<file path="src/rtl/lpe_column_collector.sv">
// Collects one packet of per-PE results from the bottom of a PE column, reorders
// them by PE index and streams them out as a single AXI-Stream packet.
module lpe_column_collector #(
    parameter int PE_NUMBER_J    = 4,
    parameter int U_D_WIDTH      = 16,
    parameter int RSLT_WIDTH     = 16,
    parameter int USER_WIDTH     = 8,
    parameter int OP1_USER_MASK  = 1 << (USER_WIDTH - 2),
    parameter int RSLT_USER_MASK = 1 << (USER_WIDTH - 1)
) (
    input  logic                  clk,
    input  logic                  rst_n,
    input  logic [U_D_WIDTH-1:0]  s_axis_tdata,
    input  logic                  s_axis_tvalid,
    output logic                  s_axis_tready,
    input  logic                  s_axis_tlast,
    input  logic [USER_WIDTH-1:0] s_axis_tuser,
    output logic [RSLT_WIDTH-1:0] m_axis_tdata,
    output logic                  m_axis_tvalid,
    input  logic                  m_axis_tready,
    output logic                  m_axis_tlast,
    output logic                  busy,
    output logic                  err_user_flag,
    output logic                  err_index,
    output logic                  err_duplicate,
    output logic                  err_missing
);

    localparam int IDX_W = (PE_NUMBER_J > 1) ? $clog2(PE_NUMBER_J) : 1;
    localparam logic [IDX_W:0]          NUM_EXT   = (IDX_W + 1)'(PE_NUMBER_J);
    localparam logic [IDX_W-1:0]        LAST_IDX  = IDX_W'(PE_NUMBER_J - 1);
    localparam logic [USER_WIDTH-1:0]   RSLT_MASK = USER_WIDTH'(RSLT_USER_MASK);
    localparam logic [USER_WIDTH-1:0]   OP1_MASK  = USER_WIDTH'(OP1_USER_MASK);

    typedef enum logic {COLLECT = 1'b0, DRAIN = 1'b1} state_e;

    state_e                  state_q, state_d;
    logic [PE_NUMBER_J-1:0]  valid_q, valid_d;
    logic [IDX_W-1:0]        rd_ptr_q, rd_ptr_d;
    logic [RSLT_WIDTH-1:0]   buf_q [PE_NUMBER_J];
    logic                    wr_en;
    logic                    err_user_d, err_index_d, err_dup_d, err_miss_d;

    logic             beat_acc;
    logic             is_rslt;
    logic             is_op1;
    logic [IDX_W-1:0] idx;
    logic             idx_ok;
    logic             rd_last;

    assign beat_acc = s_axis_tvalid & s_axis_tready;
    assign is_rslt  = |(s_axis_tuser & RSLT_MASK);
    assign is_op1   = |(s_axis_tuser & OP1_MASK);
    assign idx      = s_axis_tuser[IDX_W-1:0];
    assign idx_ok   = ({1'b0, idx} < NUM_EXT);
    assign rd_last  = (rd_ptr_q == LAST_IDX);

    // Ready is gated by rst_n so the upstream sees 0 for the whole reset window.
    assign s_axis_tready = rst_n & (state_q == COLLECT);
    assign m_axis_tvalid = (state_q == DRAIN);
    assign m_axis_tlast  = m_axis_tvalid & rd_last;
    assign m_axis_tdata  = (m_axis_tvalid & valid_q[rd_ptr_q]) ? buf_q[rd_ptr_q] : '0;
    assign busy          = (state_q == DRAIN);

    always_comb begin
        state_d     = state_q;
        valid_d     = valid_q;
        rd_ptr_d    = rd_ptr_q;
        wr_en       = 1'b0;
        err_user_d  = 1'b0;
        err_index_d = 1'b0;
        err_dup_d   = 1'b0;
        err_miss_d  = 1'b0;
        case (state_q)
            COLLECT: begin
                if (beat_acc) begin
                    if (is_rslt) begin
                        if (!idx_ok) begin
                            err_index_d = 1'b1;
                        end else if (valid_q[idx]) begin
                            err_dup_d = 1'b1;
                        end else begin
                            wr_en        = 1'b1;
                            valid_d[idx] = 1'b1;
                        end
                        // Missing check sees this beat's own store.
                        if (s_axis_tlast) begin
                            state_d = DRAIN;
                            if (!(&valid_d)) err_miss_d = 1'b1;
                            if (idx != LAST_IDX) err_index_d = 1'b1;
                        end
                    end else if (!is_op1) begin
                        err_user_d = 1'b1;
                    end
                end
            end
            DRAIN: begin
                if (m_axis_tready) begin
                    if (rd_last) begin
                        valid_d  = '0;
                        rd_ptr_d = '0;
                        state_d  = COLLECT;
                    end else begin
                        rd_ptr_d = rd_ptr_q + IDX_W'(1);
                    end
                end
            end
            default: state_d = COLLECT;
        endcase
    end

    always_ff @(posedge clk or negedge rst_n) begin
        if (!rst_n) begin
            state_q       <= COLLECT;
            valid_q       <= '0;
            rd_ptr_q      <= '0;
            err_user_flag <= 1'b0;
            err_index     <= 1'b0;
            err_duplicate <= 1'b0;
            err_missing   <= 1'b0;
        end else begin
            state_q       <= state_d;
            valid_q       <= valid_d;
            rd_ptr_q      <= rd_ptr_d;
            err_user_flag <= err_user_d;
            err_index     <= err_index_d;
            err_duplicate <= err_dup_d;
            err_missing   <= err_miss_d;
        end
    end

    // Payload storage needs no reset; the valid bits qualify every read.
    always_ff @(posedge clk) begin
        if (wr_en) buf_q[idx] <= s_axis_tdata[RSLT_WIDTH-1:0];
    end

endmodule

</file>
<file path="config.mk">
export PLATFORM = sky130hd
export DESIGN_NAME = lpe_column_collector
export DESIGN_NICKNAME = d
export VERILOG_FILES = /design/src/rtl/lpe_column_collector.sv
export SDC_FILE = /design/constraint.sdc
export NUM_CORES = 1
export LEC_CHECK = 0
export CORE_MARGIN = 2
export CORE_UTILIZATION = 41
export DETAILED_ROUTE_END_ITERATION = 7
export PLACE_DENSITY = 0.6
export SETUP_SLACK_MARGIN = 0.3
export SYNTH_ARGS = -nofsm -noshare
export SYNTH_HDL_FRONTEND = slang
export SYNTH_SLANG_ARGS = --single-unit
</file>
<file path="constraint.sdc">
create_clock -name clk -period 8.5 [get_ports clk]
set_input_delay 1.7 -clock clk [delete_from_list [all_inputs] [get_ports clk]]
set_output_delay 1.7 -clock clk [all_outputs]
set_load 0.01 [all_outputs]
</file>
==> metrics list <==
* Status: completed
- Number of flip-flops and latches in the synthesized netlist: 75
* Cell chain of the critical path: clkdlybuf4s50_1, nor2b_1, clkdlybuf4s50_1
* Number of nets at the end of the flow: 235
- Final setup fails: 0
- The congestion estimate from routability-driven global placement came to approximately 0.8.
- Leading cell types by count after synthesis: sky130_fd_sc_hd__edfxtp_1, sky130_fd_sc_hd__mux4_1, sky130_fd_sc_hd__dfrtp_1
- After synthesis, flip-flops and latches occupy ~70% of the total area.
- The die covers just over 8000 um^2.
* Unrepaired setup endpoints after global routing: no
- At the worst endpoint, the required time is roughly 7 ns.
* F_max: around 0.20 GHz
* Worst-path clk slew: 0.07 ns
- The HPWL after detailed placement is 3.47 mm.
- The most common cell in the synthesized netlist is sky130_fd_sc_hd__edfxtp_1.
- Antenna violations before repair: 0
- The H-tree was split into 3 levels.
- Critical path capture point type: output port
- Number of iterations in the first detailed-routing pass: 4
* Post-CTS Resized: 0
* Setup Buffers After CTS: 0
* Synth-to-Final Area Change: 25.8%
- In this run, post-CTS hold repair placed 0 buffers.
- Number of top-level pins: 53
- Fraction of registers with async set/reset: roughly 15%
- The detailed router placed 1637 vias in this run.
- Worst Setup Slack, final: ~3.5 ns
- Overall overflow remaining after global route: 0
- CP most frequent cell: sky130_fd_sc_hd__clkdlybuf4s50_1
- Path class of the lowest-slack min-delay path: flip-flop to flip-flop
* Non-filler cells, final: 309
- Number of placed instances, taps included: between 200 and 300
- The repair_antennas step left the layout with diodes totalling 0.
- Placement-stage worst setup slack: 3.45 ns
- Clock latency on the worst-skew pair, taken at its later pin, is 0.34 ns.
- Die width: ~90 um
- Primary FF master, synth: sky130_fd_sc_hd__edfxtp_1
* Number of buffers created by CTS: 9
* Crit path max fanout: 14
* First-pass GRT wire length: roughly 9.1 mm
- After floorplanning, the core was sized to cover between 7000 and 8000 um^2.
- Entering global routing, the biggest net connects 26 pins.
- Root buffer selected by CTS: sky130_fd_sc_hd__clkbuf_8
* Final core utilization: approximately 53%
- For this design the static power due to leakage is 0.00138 uW.
- Among all stages on the critical path, the largest delay is contributed by sky130_fd_sc_hd__clkdlybuf4s50_1.
- Between clock sinks in the finished design, the worst skew comes to 0.00655 ns.
- DRC: 0
- Period utilization: slightly below 60%
- The via count of the first global-routing pass came to ~1.7k.
- The die is 90.4 um tall.
* Avg WL per Cell: around 18 um
- The number of hold-slack violations in the final timing report was 0.
- Cell taking the most area after synthesis: sky130_fd_sc_hd__edfxtp_1
- Synthesis produced a netlist whose cell count is about 150.
* Max-slew violation count: 0
* Worst path bufs/invs: 2
- PwrDens: between 200 and 300 nW/um^2
- Startpoint type of the worst setup path: input port
* YS warnings: 0
* Crit path kind: input port to output port
- Average footprint of a synthesized cell: approximately 20 um^2
* Largest voltage drop on the vdd net: between 90 and 100 uV
* Initial standard-cell utilization of the core: 42.2%
- Clock tree from TritonCTS: built
- Mapped Nets: about 180
* Worst Path Arrival: between 3 and 4 ns
* Top cells by area, synth: sky130_fd_sc_hd__edfxtp_1, sky130_fd_sc_hd__mux4_1, sky130_fd_sc_hd__dfrtp_1, sky130_fd_sc_hd__mux4_2, sky130_fd_sc_hd__and3_1
* Gate family responsible for the most delay along the worst path: buffers and inverters
- At the pin with the least slew margin, the transition time is ~1.1 ns.
* Number of enable flip-flop cells after synthesis: between 60 and 70
- Crit-path max cell delay: 0.83 ns
- The first routing iteration left between 100 and 150 violations.
- Counting along the longest clock path gives a buffer depth of 2.
* Minimum period implied by the final worst setup slack: ~5.0 ns
- Summed over all layers, the routed wires come to roughly 5.6 mm.
- Across the run, the number of max-cap violations was 0.
- The initialized floorplan defines 31 standard-cell rows.
- Total negative slack for setup checks: 0 ns
- Netlist area before placement: about 3100 um^2
- Synth unique cells: 29
- The clock drives 75 sinks.
* Buffers added on ports: 48
* Layout cells sized above 1: between 15 and 20%
* Post-DR vias/cell: ~5.3
- Antenna violation net count after detailed routing: 0
- Share of the synthesized area in the top cell type: 62.8%
* Headroom to the max-slew limit: between 20 and 30%
* Overall track demand over capacity in global routing: ~15%
layout make-up:
| type | count | area [um^2] |
|---|---|---|
| repair buffers | 52 | 510 |
| flip-flops and latches | 75 | 2200 |
| fillers | 590 | 3400 |
| clock inverters | 6 | 80.1 |
| well taps | 99 | 124 |
| multi-input cells | 67 | 811 |
| clock buffers | 10 | 128 |
through the flow:
step	cell area [um^2]	power, uW	hold slack (ns)
6_report	3850	1020	0.574
5_1_grt	3850	1080	0.601
4_1_cts	3850	1040	0.572
3_5_place_dp	3640	751	0.561
3_3_place_gp	3640	743	0.534
2_1_floorplan	3060	653	0.488
sequential cells by signal, summed over array words and instances, names as in the netlist:
name / count
busy: 1
err_index: 1
rd_ptr_q: 2
valid_q: 4
err_missing: 1
err_duplicate: 1
err_user_flag: 1
buf_q: 64
report_power, final:
part           switching [uW]  internal [uW]  total, uW
combinational            84.6            159        243
clock                     123            163        286
sequential               71.6            422        493
total                     279            743       1020
placed cells by master, fill, tap and decap left out, types with 2 or more instances in the layout:
cell                              instances
sky130_fd_sc_hd__edfxtp_1                64
sky130_fd_sc_hd__clkdlybuf4s50_1         48
sky130_fd_sc_hd__mux4_1                  13
sky130_fd_sc_hd__dfrtp_1                 11
sky130_fd_sc_hd__and3_1                  10
sky130_fd_sc_hd__clkbuf_8                 9
sky130_fd_sc_hd__nand2_1                  7
sky130_fd_sc_hd__and3_2                   6
sky130_fd_sc_hd__mux4_2                   5
sky130_fd_sc_hd__buf_4                    4
sky130_fd_sc_hd__mux2_2                   3
sky130_fd_sc_hd__a21o_1                   3
sky130_fd_sc_hd__nor3_2                   2
sky130_fd_sc_hd__and2_1                   2
sky130_fd_sc_hd__nor2b_1                  2
sky130_fd_sc_hd__bufinv_16                2
sky130_fd_sc_hd__clkinv_1                 2
final timing paths:
kind                       cells past startpoint       start             to  slack, ns
setup / recovery                               3       rst_n  s_axis_tready       3.47
hold / removal                                 1  valid_q[0]    err_missing       0.57
setup reg to reg                               3        busy   buf_q[1][11]       6.43
hold reg to reg                                1  valid_q[0]    err_missing       0.57
max in group asynchronous                      1       rst_n     valid_q[1]       6.40
min in group asynchronous                      1       rst_n           busy       1.72
cell families (layout without fill, tap and decap cells):
kind of cell / after synthesis / after routing / share of synthesized area [%]
compound gates: 8 / 8 / 2.04
flops: 75 / 75 / 71.8
buf+inv: 10 / 68 / 2.41
mux: 21 / 21 / 16.0
simple gates: 37 / 37 / 7.36
fa+ha+maj: 1 / 1 / 0.409
worst reg2reg max path: stages (launching register included):
cell and delay [ns]:
sky130_fd_sc_hd__dfrtp_1 0.66, sky130_fd_sc_hd__nand4b_1 0.44, sky130_fd_sc_hd__nor4b_2 0.32, sky130_fd_sc_hd__buf_4 0.33
metal layers:
metal / track usage [%] / routed length, um / up-vias
met5: 0 / 0 / -
met4: 8.33 / 113 / 0
met3: 3.59 / 180 / 8
met2: 26.3 / 3010 / 33
met1: 17.2 / 2340 / 856
li1: - / - / 740
(Power assumes the default switching activity.)
